File: src/rtl/tile_pixel_updater.sv
// 8080-style LCD writer: runs the power-up command sequence, then paints one grid
// cell per request as a TILE_PX x TILE_PX square of RGB565 colour.
module tile_pixel_updater #(
   parameter int unsigned GRID_BITS  = 4,
   parameter int unsigned TILE_PX    = 16,
   parameter int unsigned WR_HALF    = 1,
   parameter int unsigned INIT_DELAY = 1200000
) (
   input  logic                 clk,
   input  logic                 nrst,
   input  logic                 init_cycle,
   input  logic                 en_update,
   input  logic [GRID_BITS-1:0] x,
   input  logic [GRID_BITS-1:0] y,
   input  logic [2:0]           obj_code,
   output logic                 wr,
   output logic                 dcx,
   output logic [7:0]           D,
   output logic                 cmd_done,
   output logic                 busy
);

   localparam int unsigned TW     = $clog2(2*WR_HALF+1);
   localparam int unsigned WW     = $clog2(INIT_DELAY+WR_HALF+1);
   localparam int unsigned NPIX   = TILE_PX*TILE_PX;
   localparam int unsigned PCW    = $clog2(NPIX+1);
   localparam logic [15:0] TILE16 = 16'(TILE_PX);

   typedef enum logic [2:0] {
      IDLE, INIT_CMD, INIT_WAIT, SET_COL, SET_ROW, RAMWR, PIXELS, DONE
   } state_t;

   state_t               state_q, state_d;
   logic [2:0]           step_q, step_d;
   logic [TW-1:0]        tmr_q, tmr_d, tmr_nx;
   logic [WW-1:0]        wcnt_q, wcnt_d;
   logic [PCW-1:0]       pix_q, pix_d;
   logic [GRID_BITS-1:0] x_q, x_d, y_q, y_d;
   logic [2:0]           obj_q, obj_d;
   logic                 init_q, init_d;
   logic                 wr_q, wr_d, dcx_q, dcx_d, done_q, done_d, busy_q, busy_d;
   logic [7:0]           d_q, d_d;
   logic                 load, byte_end, sending;
   logic [15:0]          cs, ce, rs, re, colour;

   function automatic logic [15:0] palette(input logic [2:0] code);
      case (code)
         3'd0:    palette = 16'h0000;
         3'd1:    palette = 16'hFFFF;
         3'd2:    palette = 16'hF800;
         3'd3:    palette = 16'h07E0;
         3'd4:    palette = 16'h001F;
         3'd5:    palette = 16'hFFE0;
         3'd6:    palette = 16'h07FF;
         default: palette = 16'hF81F;
      endcase
   endfunction

   // {dcx, byte} sent at step stp of state st
   function automatic logic [8:0] byte_of(input state_t st, input logic [2:0] stp,
                                          input logic [15:0] c0, input logic [15:0] c1,
                                          input logic [15:0] r0, input logic [15:0] r1,
                                          input logic [15:0] col);
      logic [8:0] b;
      b = 9'h100;
      case (st)
         INIT_CMD: case (stp)
            3'd0:    b = {1'b0, 8'h01};
            3'd1:    b = {1'b0, 8'h11};
            3'd2:    b = {1'b0, 8'h3A};
            3'd3:    b = {1'b1, 8'h55};
            default: b = {1'b0, 8'h29};
         endcase
         SET_COL: case (stp)
            3'd0:    b = {1'b0, 8'h2A};
            3'd1:    b = {1'b1, c0[15:8]};
            3'd2:    b = {1'b1, c0[7:0]};
            3'd3:    b = {1'b1, c1[15:8]};
            default: b = {1'b1, c1[7:0]};
         endcase
         SET_ROW: case (stp)
            3'd0:    b = {1'b0, 8'h2B};
            3'd1:    b = {1'b1, r0[15:8]};
            3'd2:    b = {1'b1, r0[7:0]};
            3'd3:    b = {1'b1, r1[15:8]};
            default: b = {1'b1, r1[7:0]};
         endcase
         RAMWR:   b = {1'b0, 8'h2C};
         PIXELS:  b = stp[0] ? {1'b1, col[7:0]} : {1'b1, col[15:8]};
         default: b = 9'h100;
      endcase
      return b;
   endfunction

   assign cs     = 16'(x_q) * TILE16;
   assign ce     = cs + TILE16 - 16'd1;
   assign rs     = 16'(y_q) * TILE16;
   assign re     = rs + TILE16 - 16'd1;
   assign colour = palette(obj_q);

   // Sequencer and byte sender: a new byte is loaded on the last cycle of the previous one
   always_comb begin
      state_d  = state_q;
      step_d   = step_q;
      wcnt_d   = wcnt_q;
      pix_d    = pix_q;
      x_d      = x_q;
      y_d      = y_q;
      obj_d    = obj_q;
      init_d   = init_q;
      busy_d   = busy_q;
      done_d   = 1'b0;
      wr_d     = 1'b1;
      dcx_d    = dcx_q;
      d_d      = d_q;
      tmr_d    = tmr_q;
      load     = 1'b0;
      sending  = 1'b0;
      tmr_nx   = tmr_q + TW'(1);
      byte_end = (tmr_q == TW'(2*WR_HALF-1));

      case (state_q)
         IDLE: begin
            if (init_cycle) begin
               state_d = INIT_CMD;
               step_d  = 3'd0;
               load    = 1'b1;
               busy_d  = 1'b1;
            end else if (en_update && init_q) begin
               state_d = SET_COL;
               step_d  = 3'd0;
               load    = 1'b1;
               busy_d  = 1'b1;
               x_d     = x;
               y_d     = y;
               obj_d   = obj_code;
            end
         end
         INIT_CMD: begin
            sending = 1'b1;
            if (byte_end) begin
               if (step_q == 3'd0 || step_q == 3'd1) begin
                  state_d = INIT_WAIT;
                  step_d  = step_q + 3'd1;
                  wcnt_d  = '0;
               end else if (step_q == 3'd4) begin
                  state_d = DONE;
                  done_d  = 1'b1;
                  init_d  = 1'b1;
               end else begin
                  step_d = step_q + 3'd1;
                  load   = 1'b1;
               end
            end
         end
         // Pause spans INIT_DELAY plus one wr half-period of settling after the command
         INIT_WAIT: begin
            if (wcnt_q == WW'(INIT_DELAY+WR_HALF-1)) begin
               state_d = INIT_CMD;
               load    = 1'b1;
            end else begin
               wcnt_d = wcnt_q + WW'(1);
            end
         end
         SET_COL, SET_ROW: begin
            sending = 1'b1;
            if (byte_end) begin
               load = 1'b1;
               if (step_q == 3'd4) begin
                  state_d = (state_q == SET_COL) ? SET_ROW : RAMWR;
                  step_d  = 3'd0;
               end else begin
                  step_d = step_q + 3'd1;
               end
            end
         end
         RAMWR: begin
            sending = 1'b1;
            if (byte_end) begin
               state_d = PIXELS;
               step_d  = 3'd0;
               pix_d   = '0;
               load    = 1'b1;
            end
         end
         PIXELS: begin
            sending = 1'b1;
            if (byte_end) begin
               if (step_q[0] && pix_q == PCW'(NPIX-1)) begin
                  state_d = DONE;
                  done_d  = 1'b1;
               end else begin
                  if (step_q[0]) pix_d = pix_q + PCW'(1);
                  step_d = {2'b00, ~step_q[0]};
                  load   = 1'b1;
               end
            end
         end
         DONE: begin
            state_d = IDLE;
            busy_d  = 1'b0;
         end
         default: state_d = IDLE;
      endcase

      if (load) begin
         {dcx_d, d_d} = byte_of(state_d, step_d, cs, ce, rs, re, colour);
         tmr_d        = '0;
         wr_d         = 1'b0;
      end else if (sending) begin
         tmr_d = tmr_nx;
         wr_d  = (tmr_nx >= TW'(WR_HALF));
      end
   end

   always_ff @(posedge clk) begin
      if (!nrst) begin
         state_q <= IDLE;
         step_q  <= '0;
         tmr_q   <= '0;
         wcnt_q  <= '0;
         pix_q   <= '0;
         x_q     <= '0;
         y_q     <= '0;
         obj_q   <= '0;
         init_q  <= 1'b0;
         wr_q    <= 1'b1;
         dcx_q   <= 1'b1;
         d_q     <= 8'h00;
         done_q  <= 1'b0;
         busy_q  <= 1'b0;
      end else begin
         state_q <= state_d;
         step_q  <= step_d;
         tmr_q   <= tmr_d;
         wcnt_q  <= wcnt_d;
         pix_q   <= pix_d;
         x_q     <= x_d;
         y_q     <= y_d;
         obj_q   <= obj_d;
         init_q  <= init_d;
         wr_q    <= wr_d;
         dcx_q   <= dcx_d;
         d_q     <= d_d;
         done_q  <= done_d;
         busy_q  <= busy_d;
      end
   end

   assign wr       = wr_q;
   assign dcx      = dcx_q;
   assign D        = d_q;
   assign cmd_done = done_q;
   assign busy     = busy_q;

endmodule

File: config.mk
export PLATFORM = sky130hd
export DESIGN_NAME = tile_pixel_updater
export DESIGN_NICKNAME = d
export VERILOG_FILES = /design/src/rtl/tile_pixel_updater.sv
export SDC_FILE = /design/constraint.sdc
export NUM_CORES = 1
export LEC_CHECK = 0
export ABC_AREA = 1
export CORE_MARGIN = 2
export CORE_UTILIZATION = 40
export DETAILED_ROUTE_END_ITERATION = 12
export PLACE_DENSITY = 0.64
export SKIP_CTS_REPAIR_TIMING = 1
export SLEW_MARGIN = 20
export SYNTH_ARGS = -nofsm -noshare
export SYNTH_HDL_FRONTEND = slang
export SYNTH_SLANG_ARGS = --single-unit
File: constraint.sdc
create_clock -name clk -period 4.42 [get_ports clk]
set_input_delay 0.884 -clock clk [delete_from_list [all_inputs] [get_ports clk]]
set_output_delay 0.884 -clock clk [all_outputs]
set_load 0.02 [all_outputs]
==> run metrics, run 1 <==
Routed WL per cell 11.9 um; delay-heaviest family, CP simple AND/OR/NAND/NOR gates; num ports 27; die area 10300 sq um; critical path endpoint category flip-flop; diode count 0; Clock Pin Slew Worst Setup and Hold Paths 0.07 ns; Area Growth Syn to Fin 14.2%; Synth area leader dfxtp_1; CTS Buffer Depth 2; crit path cell chain ha_1, clkinv_1, o21ai_0, o21ai_1, nor2_1, nand3_1, nand2_1, nand2_2, nand2_1, nand2_1, nor2_1, nand3_1, nand2_1, nand2_1; CP dominant cell by count nand2_1; YS warnings 0; core box area 9200 sq um; main combinational cell family by area after synthesis simple AND/OR/NAND/NOR gates; Synth Area in Adders 2.97%; Die Height 101 um; Tmin final 2.65 ns; Synth Flop Type dfxtp_1; Netlist cell types 38; RSZ-0062 raised after global routing false; fraction of synthesized area in multiplexers 0%; Num CTS Buffers 9; FILL cells 965; 1st-iter DRT viols 133; final period utilization 60.0%; Mapped Avg Cell Area 6.49 sq um; number of synthesized flops with an enable pin 0; Slew HR 64.4%; final hold slack 0.455 ns; status complete, no violations; Syn Nets 608; flops & latches, synth 62; share of cells above drive strength 1 12.3%; setup total negative slack 0 ns; initial core utilization 41.2%; Hold Path Class reg2reg; Worst Path Max Fanout 14; P per Cell Area 329 nW/um^2; register area share after synthesis 32.8%; Clock Tree Root clkbuf_8; initial antenna violation count 0; H-Tree Depth 3; XOR/XNOR Fraction of Synth Area 1.16%; worst vdd ir 0.131 mV; most common cell after layout, fill and taps aside nand2_1; crit path kind reg2reg; count of pins over their slew limit 0; WL final 8.70 mm; routed vias/inst 5.01; maximum number of pins on one net before global-route repair 20; Synth Cell Area 3790 sq um; I/O Buffers 26; Synth top area share 32.8%; vias in the first global route 3337; All-Layer GR Usage 18.0%; clock sink total 62; worst path arrival time 2.88 ns; number of max-cap violations 0; Leak Pwr 1.86 nW; Worst Tran Pin Value 0.530 ns; post-detail-place hpwl 6.70 mm; DR DRC count 0; Critical Path RT 4.65 ns; Async SR Flop Fraction 0%; DRT Pass-1 Iters 4; f_max 0.377 GHz; ranking of synthesized cells by area dfxtp_1 33%, nand2_1 15%, nor2_1 8.0%, inv_1 5.9%, a21oi_1 4.8%; Compound-Gate Fraction of Synth Area 12.2%; worst skew pair latency 0.33 ns; CP max stage cell ha_1; first-pass GRT wire length 15.1 mm; post-synthesis simple-gate area fraction 42.2%; std cell rows 35; Mapped Cells 584; CP peak stage delay 0.51 ns; Antenna Nets Post-Route 0; Buf/Inv on CP 1; grt total ovfl 0; CTS tree yes; Die X 101 um; Final Hold Viols 0; RD Place Congestion 0.929; Clock Skews 0.0103 ns; Vias 3658; crit start category flip-flop; final setup violation count 0; Nets 638; most frequent cells in the layout 154 x nand2_1, 81 x nor2_1, 62 x dfxtp_1
worst min-delay path, stage by stage, from the launching register on:
cell	delay [ns]
dfxtp_1	0.31
nand2_1	0.06
nand2_1	0.04
Yosys cell counts (2+ instances only):
cell type  instances
a21oi_1           36
inv_2             15
o21ai_0           32
nand4_1           13
nor2_2             8
nand3_2            6
o21a_1             3
nor2_4             5
xor2_1             4
nor4_1             3
inv_1             60
nand2_2            7
nand2_4            2
buf_2              3
nor3_1            14
dfxtp_1           62
nor2_1            81
ha_1               9
nor3_2             3
o21ai_1            5
or2_2              3
clkbuf_1           2
a21oi_2            5
nand2_1          154
a211oi_1           3
nand3_1           34
power by group:
| group | switching (mW) | internal [mW] | leakage [nW] |
|---|---|---|---|
| registers | 0.0235 | 0.580 | 0.501 |
| clock network | 0.229 | 0.215 | 0.0841 |
| logic | 0.248 | 0.127 | 1.27 |
metal layers:
layer  GRT usage (%)  up-vias  wire [um]
met1            25.9     1641       4560
met5               0        -          0
met2            27.7       70       3680
li1                -     1939          -
met4            4.57        0         64
met3            3.73        8        399
kinds of logic after synthesis:
group,after synthesis
fa+ha+maj,9
xor+xnor,5
simple gates,339
flops,62
buf+inv,84
compound gates,85
registers in the layout, indices dropped and copies added, names as in the netlist, 2 cells and up:
register and cells:
D 8, obj_q 3, pix_q 9, state_q 3, step_q 3, tmr_q 2
wcnt_q 21, x_q 4, y_q 4
worst paths after layout:
| path | start | to | slack [ns] | depth (start not counted) |
|---|---|---|---|---|
| max | tmr_q[0] | D[5] | 1.77 | 14 |
| min reg2reg | D[0] | D[0] | 0.46 | 2 |
| max reg2reg | tmr_q[0] | D[5] | 1.77 | 14 |
| min | D[0] | D[0] | 0.46 | 2 |
final cells by class:
class	count	area, sq um	area share (%)
multi-input cells	438	2220	51.3
flip-flops and latches	62	1240	28.7
inverters	76	285	6.59
repair buffers	27	268	6.19
well taps	111	139	3.21
clock buffers	10	138	3.18
clock inverters	6	37.5	0.868
metrics by stage:
stage	std cells	total power, mW	worst slack (ns)	util (%)	cell area, sq um
after global routing	730	1.51	1.47	47.0	4330
after global placement	714	0.982	1.69	45.1	4150
after floorplan	584	0.896	2.29	-	3790
after CTS	730	1.44	1.82	47.0	4330
final	730	1.42	1.77	47.0	4330
after detailed placement	714	0.986	1.60	45.1	4150
No activity file was read; power rests on OpenSTA's default activity.
==> inputs of run 2 (changes only) <==
==> constraint.sdc (replaced) <==
create_clock -name clk -period 2.8 [get_ports clk]
set_input_delay 0.56 -clock clk [delete_from_list [all_inputs] [get_ports clk]]
set_output_delay 0.56 -clock clk [all_outputs]
set_load 0.02 [all_outputs]
==> run metrics, run 2 (synthesis results as in run 1) <==
Final Hold Viols 0; RSZ-0062 raised after global routing false; Critical Path RT 3.04 ns; worst hold path depth 2; Crit Reg-Reg Startpoint pix_q[0]; maximum number of pins on one net before global-route repair 17; Die Height 101 um; multi-input logic area 2220 sq um; All-Layer GR Usage 18.6%; Biggest register wcnt_q; setup total negative slack 0 ns; Setup crit start pix_q[0]; post-detail-place hpwl 7.04 mm; Worst Tran Pin Value 0.568 ns; CTS tree yes; critical path endpoint category flip-flop; FILL cells 925; std cell rows 35; f_max 0.409 GHz; clock sink total 62; die area 10300 sq um; share of cells above drive strength 1 13.1%; DRT Pass-1 Iters 5; most frequent cells in the layout 154 x nand2_1, 81 x nor2_1, 62 x dfxtp_1; Nets 644; hold_sp D[0]; hold worst-path end D[0]; H-Tree Depth 3; final setup violation count 0; core box area 9200 sq um; Tmin final 2.44 ns; worst path arrival time 2.69 ns; num ports 27; first-pass GRT wire length 15.4 mm; post-layout util 47.9%; final hold slack 0.450 ns; Clock Skews 0.0108 ns; crit path kind reg2reg; worst reg2reg path depth 17; most common cell after layout, fill and taps aside nand2_1; max reg flops 21; routed vias/inst 5.05; vias in the first global route 3388; CTS Buffer Depth 2; count of pins over their slew limit 0; Antenna Nets Post-Route 0; grt total ovfl 0; Area Growth Syn to Fin 16.2%; P per Cell Area 543 nW/um^2; Worst Path Max Fanout 4; Num CTS Buffers 9; Die X 101 um; RR Endpoint D[2]; Vias 3715; Routed WL per cell 12.2 um; DR DRC count 0; WL final 8.99 mm; R2R Setup Slk 0.36 ns; Slew HR 61.8%; initial core utilization 41.2%; Clock Pin Slew Worst Setup and Hold Paths 0.07 ns; Clock Tree Root clkbuf_8; crit start category flip-flop; I/O Buffers 26; worst skew pair latency 0.35 ns; initial antenna violation count 0; register area 1240 sq um; Hold Path Class reg2reg; RD Place Congestion 0.884; status complete, no violations; 1st-iter DRT viols 158; diode count 0; worst vdd ir 0.279 mV; number of max-cap violations 0; Leak Pwr 1.90 nW; final period utilization 87.3%
==> run 2: cell count changes in the layout (fill, tap and decap cells not counted) <==
cell,previous run,this run
clkinv_2,3,0
bufinv_16,0,1
inv_6,0,1
clkinv_4,0,1
buf_4,1,7
==> run 2: final cells by class <==
class | instances | share of cell area (%)
Inverter | 76 | 6.48
Tap cell | 111 | 3.15
Clock inverter | 6 | 1.59
Sequential cell | 62 | 28.2
Multi-Input combinational cell | 438 | 50.4
Timing Repair Buffer | 33 | 7.10
Clock buffer | 10 | 3.13
==> run 2: where the power goes <==
part	internal, mW	switching [mW]
Sequential	0.915	0.0359
Combinational	0.213	0.396
Clock	0.440	0.390
==> run 2: critical path, stage by stage, from the launching register on <==
cell,delay [ns]
dfxtp_1,0.37
ha_1,0.20
nand4_1,0.12
nor2_1,0.13
ha_1,0.22
nand3_1,0.11
nor2_1,0.13
nor2_1,0.06
nand2_1,0.06
nor2_1,0.04
nand2_1,0.14
nand2_2,0.12
nand3_2,0.13
nor2_1,0.10
a21oi_1,0.21
nand2_1,0.08
nand2_1,0.06
nand2_1,0.04
==> run 2: worst max path at each step <==
stage,end,slack (ns),depth (start not counted)
floorplan,D[5],0.74,18
global placement,D[5],0.43,17
detailed placement,D[5],0.33,17
CTS,D[0],0.38,17
global route,D[0],0.03,17
finish,D[2],0.36,17
==> run 2: routing by layer <==
layer | global-route usage (%) | share of wire (%)
met1 | 25.1 | 49
met2 | 30.3 | 45
met3 | 3.93 | 4.6
met4 | 4.89 | 1.1
met5 | 0 | 0
==> run 2: metrics by stage <==
step / setup slack (ns) / std cells / power (mW) / cell area [sq um]
2_1_floorplan: 0.742 / 584 / 1.41 / 3790
3_3_place_gp: 0.434 / 720 / 1.57 / 4200
3_5_place_dp: 0.328 / 720 / 1.58 / 4200
4_1_cts: 0.383 / 736 / 2.42 / 4400
5_1_grt: 0.0329 / 736 / 2.53 / 4400
6_report: 0.356 / 736 / 2.39 / 4400
